### src/rtl/mem_req_arbiter.sv
// Two-master arbiter for a shared sram-like port; in-order responses are routed back via a source-ID FIFO.
// Define MEM_ARB_RR_EN for round-robin conflict resolution (default: data wins over inst).
module mem_req_arbiter #(
    parameter int MAX_OUTSTANDING = 2
) (
    input  logic        clk,
    input  logic        reset,
    input  logic        inst_req,
    input  logic [31:0] inst_addr,
    output logic        inst_addr_ok,
    output logic        inst_data_ok,
    output logic [31:0] inst_rdata,
    input  logic        data_req,
    input  logic        data_wr,
    input  logic [1:0]  data_size,
    input  logic [31:0] data_addr,
    input  logic [3:0]  data_wstrb,
    input  logic [31:0] data_wdata,
    output logic        data_addr_ok,
    output logic        data_data_ok,
    output logic [31:0] data_rdata,
    output logic        mem_req,
    output logic        mem_wr,
    output logic [1:0]  mem_size,
    output logic [31:0] mem_addr,
    output logic [3:0]  mem_wstrb,
    output logic [31:0] mem_wdata,
    input  logic        mem_addr_ok,
    input  logic        mem_data_ok,
    input  logic [31:0] mem_rdata
);
    localparam int PW = (MAX_OUTSTANDING > 1) ? $clog2(MAX_OUTSTANDING) : 1;
    localparam int CW = $clog2(MAX_OUTSTANDING + 1);
    localparam logic [PW-1:0] PTR_LAST = PW'(MAX_OUTSTANDING - 1);
    localparam logic [CW-1:0] CNT_MAX  = CW'(MAX_OUTSTANDING);

    typedef enum logic {IDLE, HOLD} state_t;

    state_t                     state, state_nxt;
    logic                       grant_q, grant_nxt;  // 0 = inst, 1 = data
    logic [CW-1:0]              cnt;
    logic [PW-1:0]              wptr, rptr;
    logic [MAX_OUTSTANDING-1:0] id_fifo;
    logic                       win, sel, active, push, pop, head;

`ifdef MEM_ARB_RR_EN
    logic last_grant;

    // On conflict, favour whichever master was not granted last.
    assign win = data_req && (!inst_req || !last_grant);

    always_ff @(posedge clk or posedge reset) begin
        if (reset)
            last_grant <= 1'b0;
        else if (push)
            last_grant <= sel;
    end
`else
    assign win = data_req;
`endif

    always_comb begin
        state_nxt = state;
        grant_nxt = grant_q;
        sel       = grant_q;
        active    = 1'b0;
        case (state)
            IDLE: begin
                if (cnt < CNT_MAX && (inst_req || data_req)) begin
                    active = 1'b1;
                    sel    = win;
                    if (!mem_addr_ok) begin
                        state_nxt = HOLD;
                        grant_nxt = win;
                    end
                end
            end
            HOLD: begin
                active = 1'b1;
                if (mem_addr_ok)
                    state_nxt = IDLE;
            end
            default: state_nxt = IDLE;
        endcase
        // Outputs must drop the moment reset is asserted, not at the next edge.
        if (reset)
            active = 1'b0;
    end

    assign push = active && mem_addr_ok;
    assign pop  = !reset && mem_data_ok && (cnt != '0);
    assign head = id_fifo[rptr];

    always_ff @(posedge clk or posedge reset) begin
        if (reset) begin
            state   <= IDLE;
            grant_q <= 1'b0;
            cnt     <= '0;
            wptr    <= '0;
            rptr    <= '0;
            id_fifo <= '0;
        end else begin
            state   <= state_nxt;
            grant_q <= grant_nxt;
            if (push) begin
                id_fifo[wptr] <= sel;
                wptr          <= (wptr == PTR_LAST) ? '0 : wptr + 1'b1;
            end
            if (pop)
                rptr <= (rptr == PTR_LAST) ? '0 : rptr + 1'b1;
            if (push && !pop)
                cnt <= cnt + 1'b1;
            else if (!push && pop)
                cnt <= cnt - 1'b1;
        end
    end

    assign mem_req   = active;
    assign mem_wr    = active && sel && data_wr;
    assign mem_size  = !active ? 2'd0 : (sel ? data_size : 2'd2);
    assign mem_addr  = !active ? 32'd0 : (sel ? data_addr : inst_addr);
    assign mem_wstrb = (active && sel) ? data_wstrb : 4'd0;
    assign mem_wdata = (active && sel) ? data_wdata : 32'd0;

    assign inst_addr_ok = push && !sel;
    assign data_addr_ok = push && sel;
    assign inst_data_ok = pop && !head;
    assign data_data_ok = pop && head;
    assign inst_rdata   = mem_rdata;
    assign data_rdata   = mem_rdata;
endmodule
### config.mk
export PLATFORM = sky130hd
export DESIGN_NAME = mem_req_arbiter
export DESIGN_NICKNAME = d
export VERILOG_FILES = /design/src/rtl/mem_req_arbiter.sv
export SDC_FILE = /design/constraint.sdc
export NUM_CORES = 1
export LEC_CHECK = 0
export BUFFER_PORTS_ARGS = -buffer_cell sky130_fd_sc_hd__clkbuf_2
export CAP_MARGIN = 5
export CORE_AREA = 5 5 104 106
export DETAILED_ROUTE_END_ITERATION = 10
export DIE_AREA = 0 0 109 111
export HOLD_SLACK_MARGIN = 0.1
export PLACE_DENSITY = 0.65
export SLEW_MARGIN = 30
export SYNTH_ARGS = -nofsm -noshare
export SYNTH_HDL_FRONTEND = slang
export SYNTH_SLANG_ARGS = --single-unit
export TNS_END_PERCENT = 5
### constraint.sdc
create_clock -name clk -period 2.2 [get_ports clk]
set_input_delay 0.11 -clock clk [delete_from_list [all_inputs] [get_ports clk]]
set_output_delay 0.11 -clock clk [all_outputs]
set_load 0.05 [all_outputs]
; After elaboration in Yosys (flattened, before gate mapping)
; Cells that the tools add are included.
[totals]
reg_bits = 8
input_bits = 141
output_inout_bits = 140
elab_cells = 61
[classes]
n_addsub = 4
magnitude_cmp = 4
n_mux = 23
n_bitwise = 2
n_reduce_logical = 22
[ops]
columns = operator, n
row1 = $mux 32, 3
row2 = $logic_and 1x1->1, 13
row3 = $mux 1, 11
row4 = $mux 2, 4
row5 = $logic_not 1->1, 5
row6 = $lt 1x2->1 const B, 2
row7 = $mux 4, 1
row8 = $pmux 1 s2, 2
row9 = $reduce_bool 2->1, 2
row10 = $reduce_and 3->1, 1
row11 = $add 1x1->1 const B, 2
row12 = $add 2x1->2 const B, 1
row13 = $bwmux 2, 1
row14 = $lt 2x2->1 const B, 1
row15 = $not 1->1, 2
row16 = $sub 2x1->2 const B, 1
row17 = $demux 1 s1, 1
row18 = $ge 1x1->1 const B, 1
row19 = $logic_or 1x1->1, 1

; Longest topological paths before layout
; Gate-level depths: netlist of run 1.
[depth]
depth_word = 10
depth_mapped = 8
ltp_nobuf = 7

; Least setup slack after synthesis of run 1
; No wires, ideal clock.
[synth_timing]
path_kind = register -> output
from = reg state
to = out mem_addr[10]
t_arrival_ps = 2186
t_required_ps = 2090
path_slack_ps = -96
path_stages_with_launch = 7
n_path_buf = 3
path_cell_list = dfrtp_1 buf_6 or3b_1 a21boi_1 buf_6 buf_6 mux2i_1
[synth_between]
elab_chain_len = 4
elab_cells_between_ends = 6
classes_between = mux: 5 / bitwise: 1
[synth_rtl]
columns = element, line_no
row1 = start: declaration, 39  ; state_t state, state_nxt;
row2 = start signal: assignment, 103  ; state <= state_nxt;
row3 = $not 1->1 (no source line), -
row4 = $pmux 1 s2, 67  ; case (state)
row5 = $mux 1, 86  ; if (reset)
row6 = $mux 32 *, 121  ; assign mem_addr = !active ? 32'd0 : (sel ? data_addr : inst_addr);
row7 = end: declaration, 25  ; output logic [31:0] mem_addr,
; Every way passes the cells marked *; elsewhere a longest branch is shown, timed or not.

; Final worst setup path of run 1
[layout_timing]
from = reg cnt[1]
to = out mem_addr[16]
[layout_between]
elab_chain_len = 6
elab_cells_between_ends = 9
classes_between = order compare: 1 / mux: 7 / reduce/logical: 1
[layout_rtl]
columns = element, line_no
row1 = start: declaration, 41  ; logic [CW-1:0] cnt;
row2 = start signal: assignment, 112  ; cnt <= cnt + 1'b1;
row3 = start signal: assignment, 114  ; cnt <= cnt - 1'b1;
row4 = $lt 2x2->1 *, 69  ; if (cnt < CNT_MAX && (inst_req || data_req)) begin
row5 = $logic_and 1x1->1 *, 69
row6 = $mux 1, 69
row7 = $pmux 1 s2 / $mux 1 (equally long branches), 67
row8 = $mux 1 / $mux 32 (equally long branches), "86, 121"
row9 = $mux 32 *, 121
; Marked as above.

==> results of run 1 <==
## what timing repair did
action | 4_1_cts | 5_1_grt
gates resized for setup | 18 | 45
setup buffers | 0 | 2
pin swaps | 1 | 1
cloned | 0 | 3
endpoints found under the setup margin | 27 | 29
## cells in the final DEF, fill, tap and decap left out, types with 3 or more instances in the layout
cell type,Yosys,routed
sky130_fd_sc_hd__mux2i_2,0,10
sky130_fd_sc_hd__clkbuf_2,0,113
sky130_fd_sc_hd__mux2i_4,0,4
sky130_fd_sc_hd__mux2i_1,33,19
sky130_fd_sc_hd__buf_4,65,18
sky130_fd_sc_hd__xnor2_1,3,3
sky130_fd_sc_hd__dfrtp_1,8,6
sky130_fd_sc_hd__clkbuf_8,0,4
sky130_fd_sc_hd__and2_1,39,39
sky130_fd_sc_hd__clkbuf_4,0,6
sky130_fd_sc_hd__o211ai_1,66,66
sky130_fd_sc_hd__buf_12,0,55
sky130_fd_sc_hd__nor2_1,3,3
## cell families after synthesis
logic type	after synthesis
AO/OA/AOI/OAI	77
XOR/XNOR	5
adder cells (fa/ha/maj)	1
buffers and inverters	98
flip-flops	8
multiplexers	35
AND/OR/NAND/NOR	48
## synth_stat cells (3+ instances only)
library cell,n,share of area
sky130_fd_sc_hd__buf_4,65,0.23
sky130_fd_sc_hd__mux2i_1,33,0.15
sky130_fd_sc_hd__clkbuf_1,22,0.039
sky130_fd_sc_hd__dfrtp_1,8,0.094
sky130_fd_sc_hd__xnor2_1,3,0.012
sky130_fd_sc_hd__and2_1,39,0.11
sky130_fd_sc_hd__o211ai_1,66,0.23
sky130_fd_sc_hd__buf_6,5,0.026
sky130_fd_sc_hd__a21oi_1,3,0.0070
sky130_fd_sc_hd__nor2_1,3,0.0053
## flip-flops by register name (all words and copies together), names as in the netlist
name,flops
state,1
grant_q,1
wptr,1
id_fifo,2
rptr,1
cnt,2
## area by class of cell
class	instances	area [um^2]	share of cell area
Timing Repair Buffer	197	1930	0.515
Multi-Input combinational cell	166	1390	0.371
Sequential cell	8	203	0.0540
Inverter	4	15.0	0.00400
Clock buffer	4	45.0	0.0120
Tap cell	133	166	0.0443
## per-stage QoR
| step | setup WS, ps | instance area (um^2) | cells | power [W] | setup TNS [ps] |
|---|---|---|---|---|---|
| 4_1_cts | 9.45 | 3560 | 507 | 0.00383 | 0 |
| 3_5_place_dp | 174 | 3460 | 503 | 0.00357 | 0 |
| 6_report | 31.1 | 3750 | 512 | 0.00419 | 0 |
| 2_1_floorplan | -96.0 | 2130 | 272 | 0.00269 | -2750 |
| 3_3_place_gp | 254 | 3460 | 503 | 0.00349 | 0 |
| 5_1_grt | -43.0 | 3750 | 512 | 0.00440 | -328 |
## worst min path at each step
stage,startpoint,end,slack (ps),depth (start not counted)
after floorplan,mem_addr_ok,state$_DFF_PP0_,170,1
after global placement,mem_rdata[1],data_rdata[1],220,0
after detailed placement,mem_rdata[1],data_rdata[1],220,0
after CTS,mem_addr_ok,state$_DFF_PP0_,120,2
after global routing,mem_addr_ok,state$_DFF_PP0_,140,2
final,mem_addr_ok,state$_DFF_PP0_,120,2
## layer usage
metal	routed length, um	vias up
met4	121	0
met1	3060	1065
met5	0	-
li1	-	1127
met2	4360	92
met3	569	23
## report_power, final
part / internal [W] / switching (W) / leakage [nW]
Combinational: 0.00163 / 0.00206 / 1.55
Sequential: 0.000224 / 0.0000827 / 0.0928
Clock: 0.000126 / 0.0000629 / 0.0228
==> results.txt, run 1 <==
* Result of the run: finished clean
- Achievable clock frequency: 461 MHz
* Number of buffers created by CTS: 3
* Post-CTS Hold Fix Bufs: 0
* End of the worst register-to-register path: cnt[1]$_DFFE_PP0P_
- Counting every net in the synthesized netlist gives around 410.
* Util after Layout: 0.388
- Count of inserted antenna diode cells: 0
- The critical path crosses 6 cells after its start point.
- Wires add up to 8120 um.
- Simple-Gate Fraction of Synth Area: 0.137
- Clock tree synthesis selected as its root buffer the cell sky130_fd_sc_hd__clkbuf_8.
- The min-delay analysis places its worst path in the category in2reg.
* Total buffers and inverters traversed by the critical path: 3
- The first TritonRoute pass finished after 4 iterations.
- Crit Path Max Fanout: 10
* Remaining Overflow, GRT: 0
- The routed layout has 2307 vias.
* I/O pin total: 281
* Final Max Tran Viols: 0
- Minimum clock period after layout: 2170 ps
- GR Util met1: 0.135
- For this run, global-route usage on met3 was measured as 0.0227.
* Post-Synthesis Cell Area: about 2100 um^2
* Total routing usage reported by global routing: 0.119
* Adder-cell area share of the yosys netlist: 0.00587
* Main flop type after synthesis: sky130_fd_sc_hd__dfrtp_1
- Number of sinks driven by the clock tree: 8
- Of the available clock period, the critical path in the final layout requires 0.986.
- The number of antenna violations at the first check in global routing is 0.
* Violation count after the first detailed-route iteration: 107
- PwrDens: 1120 nW/um^2
- Actual slew at the worst max-slew pin: 375 ps
* Die boundary height: 111 um
- Number of register bits inferred by synthesis: 8
* Most common cell on crit path: sky130_fd_sc_hd__buf_12
* CTS max path bufs: 2
- Drt drc: 0
* Count of input and output buffers: 184
* Category of the worst setup path capture point: primary output
- After synthesis, the largest family of logic cells by area is buffers and inverters.
- Share of layout cells above drive strength 1: 0.591
- Static leakage power: approximately 1.7 nW
- Unique masters post-synth: 27
* TritonCTS clock tree: yes
- The tool flagged a number of max-cap violations equal to 0.
- Post-detailed-route wirelength per cell: 15.8 um
- In this run the worst setup path begins at cnt[1]$_DFFE_PP0P_.
- Synth Area per Inst: 7.84 um^2
- The number of cells on the worst reg-to-reg path is 6.
- Worst skew pair latency: 240 ps
- Cell with the biggest individual delay on the critical path: sky130_fd_sc_hd__dfrtp_2
- Worst path top cell family by delay: buffers and inverters
- The worst setup path is launched from a flop.
- Of the total synthesized cell area, the portion taken by XOR and XNOR cells is 0.0205.
- Post-synthesis to final-layout area growth: 76.1%
* Critical path endpoint: mem_addr[16]
* Cell breakdown of the critical path: or3b_4 -> a21boi_4 -> buf_12 -> buf_12 -> mux2i_2 -> buf_12
- Share of the yosys chip area belonging to registers: 0.0939
* Number of endpoints with negative hold slack in the final report: 0
* Die width: 109 um
* H-tree depth: 1
- Peak supply drop: 0.742 mV
* Vias in the first global route: 2303
- The floorplan step defined a die boundary enclosing between 10000 and 15000 um^2.
- Layout Nets: 522
- Measured against the total synthesized area, the mux share comes to 0.165.
* Share of synthesized registers carrying an async set or reset: 1.00
- In this run the critical register-to-register path is launched from cnt[1]$_DFFE_PP0P_.
* GR Util met2: 0.225
- The tightest hold path in the finished design has a slack of approximately 120 ps.
- Antenna-violating nets left: 0
* Setup slack of the most critical reg-to-reg path: 480 ps
* Syn Inst Count: 272
- The complex-gate fraction of the synthesized area was 0.272.
* Maximum number of pins on one net before global-route repair: 57
- The first global-routing pass estimated 11900 um of wire.
- met2 is the most crowded layer.
* Final setup skew: 11.6 ps
- Yosys printed 0 warnings.
* Last weighted congestion value of the routability-driven placer: roughly 0.76
- The floorplan has 36 rows.
- Critical Path AT: around 2100 ps
- Worst-case headroom to the max-slew limit: 0.749
* Core box area: 9680 um^2
- Start-to-end type of the worst setup path: reg2out
* Vias per cell: 4.51
- Summed over all nets, the half-perimeter wirelength after detailed placement is 6420 um.
- Register clock-pin slew on the reported worst setup and hold paths: around 50 ps
- Number of synthesized flops with an enable pin: 0
* Final setup violating endpoints: 0
* Final-layout fill cell count: 948
* Initial core utilization: 0.220
- In this design, the stage delay of the slowest critical-path cell is 440 ps.
* Worst path required time: 2090 ps
- Setup repair after global routing could not meet its margin everywhere.
(Power assumes the default switching activity.)
==> run 2: changes to the inputs <==
--- a/config.mk
+++ b/config.mk
@@ -12,6 +12,7 @@
 export DIE_AREA = 0 0 109 111
 export HOLD_SLACK_MARGIN = 0.1
 export PLACE_DENSITY = 0.65
+export SETUP_SLACK_MARGIN = 0.1
 export SLEW_MARGIN = 30
 export SYNTH_ARGS = -nofsm -noshare
 export SYNTH_HDL_FRONTEND = slang
==> run 2 against run 1 <==
Critical endpoint is now mem_addr[13]. Largest cell class unchanged. Power rose by 11%. Via count rose by 1.7%. Sequential cell count did not move. Global-route usage rose by 0.89 points.
==> results.txt, run 2 (synthesized netlist as in run 1, its figures left out) <==
* Initial core utilization: 0.220
* Vias per cell: 4.55
- The library cell used most frequently in the layout, excluding fill and tap cells, is sky130_fd_sc_hd__clkbuf_2.
- The clock period could shrink to 2180 ps.
- Dividing total power by cell area gives a power density of 1160 nW/um^2.
- I/O pin total: 281
* Peak supply drop: 0.760 mV
- Clock-pin slew was measured on the worst setup and hold paths at 50 ps.
* Place WS: 174 ps
- Post-detailed-route wirelength per cell: 16.3 um
- The worst setup path is captured at a primary output.
- CTS max path bufs: 2
- Die width: 109 um
- Number of buffers created by CTS: 3
- The first global-routing pass estimated 12700 um of wire.
* Final setup violating endpoints: 0
- The number of max-slew violations in the final report was 0.
- Stage delay of the slowest cell on the critical path: roughly 420 ps
- The clock net in this run drives a total of 8 sinks.
- The worst setup path is of the reg2out kind.
* Total buffers and inverters traversed by the critical path: 4
- Final clock period utilization by the worst path: 0.993
* Vias: 2346
* Worst path top cell family by delay: buffers and inverters
- Clock latency on the worst-skew pair, taken at its later pin, is 240 ps.
* Commonest non-fill, non-tap cells in the layout: sky130_fd_sc_hd__clkbuf_2, sky130_fd_sc_hd__o211ai_1, sky130_fd_sc_hd__buf_12
- The first routing iteration left 96 violations.
* Total routing usage reported by global routing: 0.128
- The number of global-route vias before repair came to between 2k and 2.5k.
* Static leakage power: 1.73 nW
- Type of the tightest min-delay check: in2reg
- The region available for standard cell placement spans approximately 9700 um^2.
- The die covers between 10000 and 15000 um^2.
- Crit Path Max Fanout: 10
- Remaining Overflow, GRT: 0
* Actual slew at the worst max-slew pin: 374 ps
- Timing startpoint of the critical path: cnt[1]$_DFFE_PP0P_
- The startpoint identified for the worst hold timing path is mem_addr_ok.
- Die boundary height: about 110 um
- Most common cell on crit path: sky130_fd_sc_hd__buf_12
- Final setup skew: approximately 13 ps
- Cell with the biggest individual delay on the critical path: sky130_fd_sc_hd__or3b_4
- After filler insertion, the fill cell instance count of the layout stands at 903.
- Drt drc: 0
- The number of antenna violations at the first check in global routing is 0.
- After floorplanning, the core was divided into 36 placement rows.
- Drt total wl: roughly 8400 um
- Cell breakdown of the critical path: or3b_4 -> a21boi_4 -> buf_12 -> buf_12 -> buf_16 -> mux2i_2 -> clkbuf_8
* Count of inserted antenna diode cells: 0
- Maximum number of pins on one net before global-route repair: 57
- Post-CTS Hold Fix Bufs: 0
- Util after Layout: 0.417
* Post-synthesis to final-layout area growth: 89.3%
* Regs by FF count: cnt: 2 flops, id_fifo: 2 flops
- TritonCTS clock tree: yes
- Max Cap Viol: 0
- Result of the run: finished clean
- Layout Nets: 526
- In the final layout, the share of cells above drive strength 1 is 0.614.
* Critical Path AT: between 2000 and 2500 ps
- Setup repair after global routing missed its margin: true
- The worst setup path is launched from a flop.
- The first TritonRoute pass finished after 4 iterations.
- The HPWL after detailed placement is 6420 um.
- Input and output buffers added on the ports amount to ~180.
- H-tree depth: 1
- Total Power: between 0.004 and 0.005 W
- The number of endpoints with negative hold slack in the final report was 0.
* Smallest setup slack after layout: 16.0 ps
- Worst-case headroom to the max-slew limit: 0.750
- The worst register-to-register path begins at cnt[1]$_DFFE_PP0P_.
- Once detail routing completed, the nets flagged for antenna violations numbered 0.
- Data on the critical path is required at its endpoint by 2090 ps.
* Achievable clock frequency: 458 MHz
- CTS placed an instance of sky130_fd_sc_hd__clkbuf_8 at the clock tree root.
- Last weighted congestion value of the routability-driven placer: 0.764
-- run 2: cell count changes in the layout (fill, tap and decap cells not counted), sizes merged --
cell / change
buf: +4
-- run 2: layout make-up --
class / instances / area [um^2] / share of cell area
repair buffers: 201 / 2080 / 0.516
multi-input cells: 166 / 1520 / 0.377
flip-flops and latches: 8 / 203 / 0.0502
well taps: 133 / 166 / 0.0412
clock buffers: 4 / 45.0 / 0.0112
inverters: 4 / 15.0 / 0.00372
-- run 2: stage by stage --
stage               std cells  hold slack, ps  setup TNS (ps)  cell area [um^2]
CTS                       515             116               0              3880
finish                    516             121               0              4040
global route              516             139           -81.6              4040
detailed placement        503             221               0              3460
global placement          503             221               0              3460
floorplan                 272             173           -2750              2130
-- run 2: where the power goes --
part           leakage [nW]  internal, W  switching (W)
logic                  1.61      0.00195        0.00223
registers            0.0928     0.000223      0.0000681
clock network        0.0228     0.000126      0.0000648
-- run 2: what timing repair did --
action | 4_1_cts | 5_1_grt
pin swaps | 1 | 0
gates resized for setup | 55 | 35
endpoints found under the setup margin | 34 | 54
gates cloned | 2 | 1
setup buffers | 6 | 0
-- run 2: path summary, 6_finish.rpt --
check	endpoint	slack, ps	cells past startpoint
min in group asynchronous	grant_q$_DFFE_PP0P_	160	3
hold reg to reg	id_fifo[0]$_DFFE_PP0P_	500	1
max in group asynchronous	id_fifo[1]$_DFFE_PP0P_	1770	3
setup / recovery	mem_addr[13]	20	7
hold / removal	state$_DFF_PP0_	120	2
setup reg to reg	cnt[1]$_DFFE_PP0P_	390	7
-- run 2: layer usage --
metal	GRT usage	wire, um	share of wire
met1	0.149	3120	0.37
met2	0.240	4600	0.55
met3	0.0215	595	0.071
met4	0.0261	121	0.014
met5	0	0	0
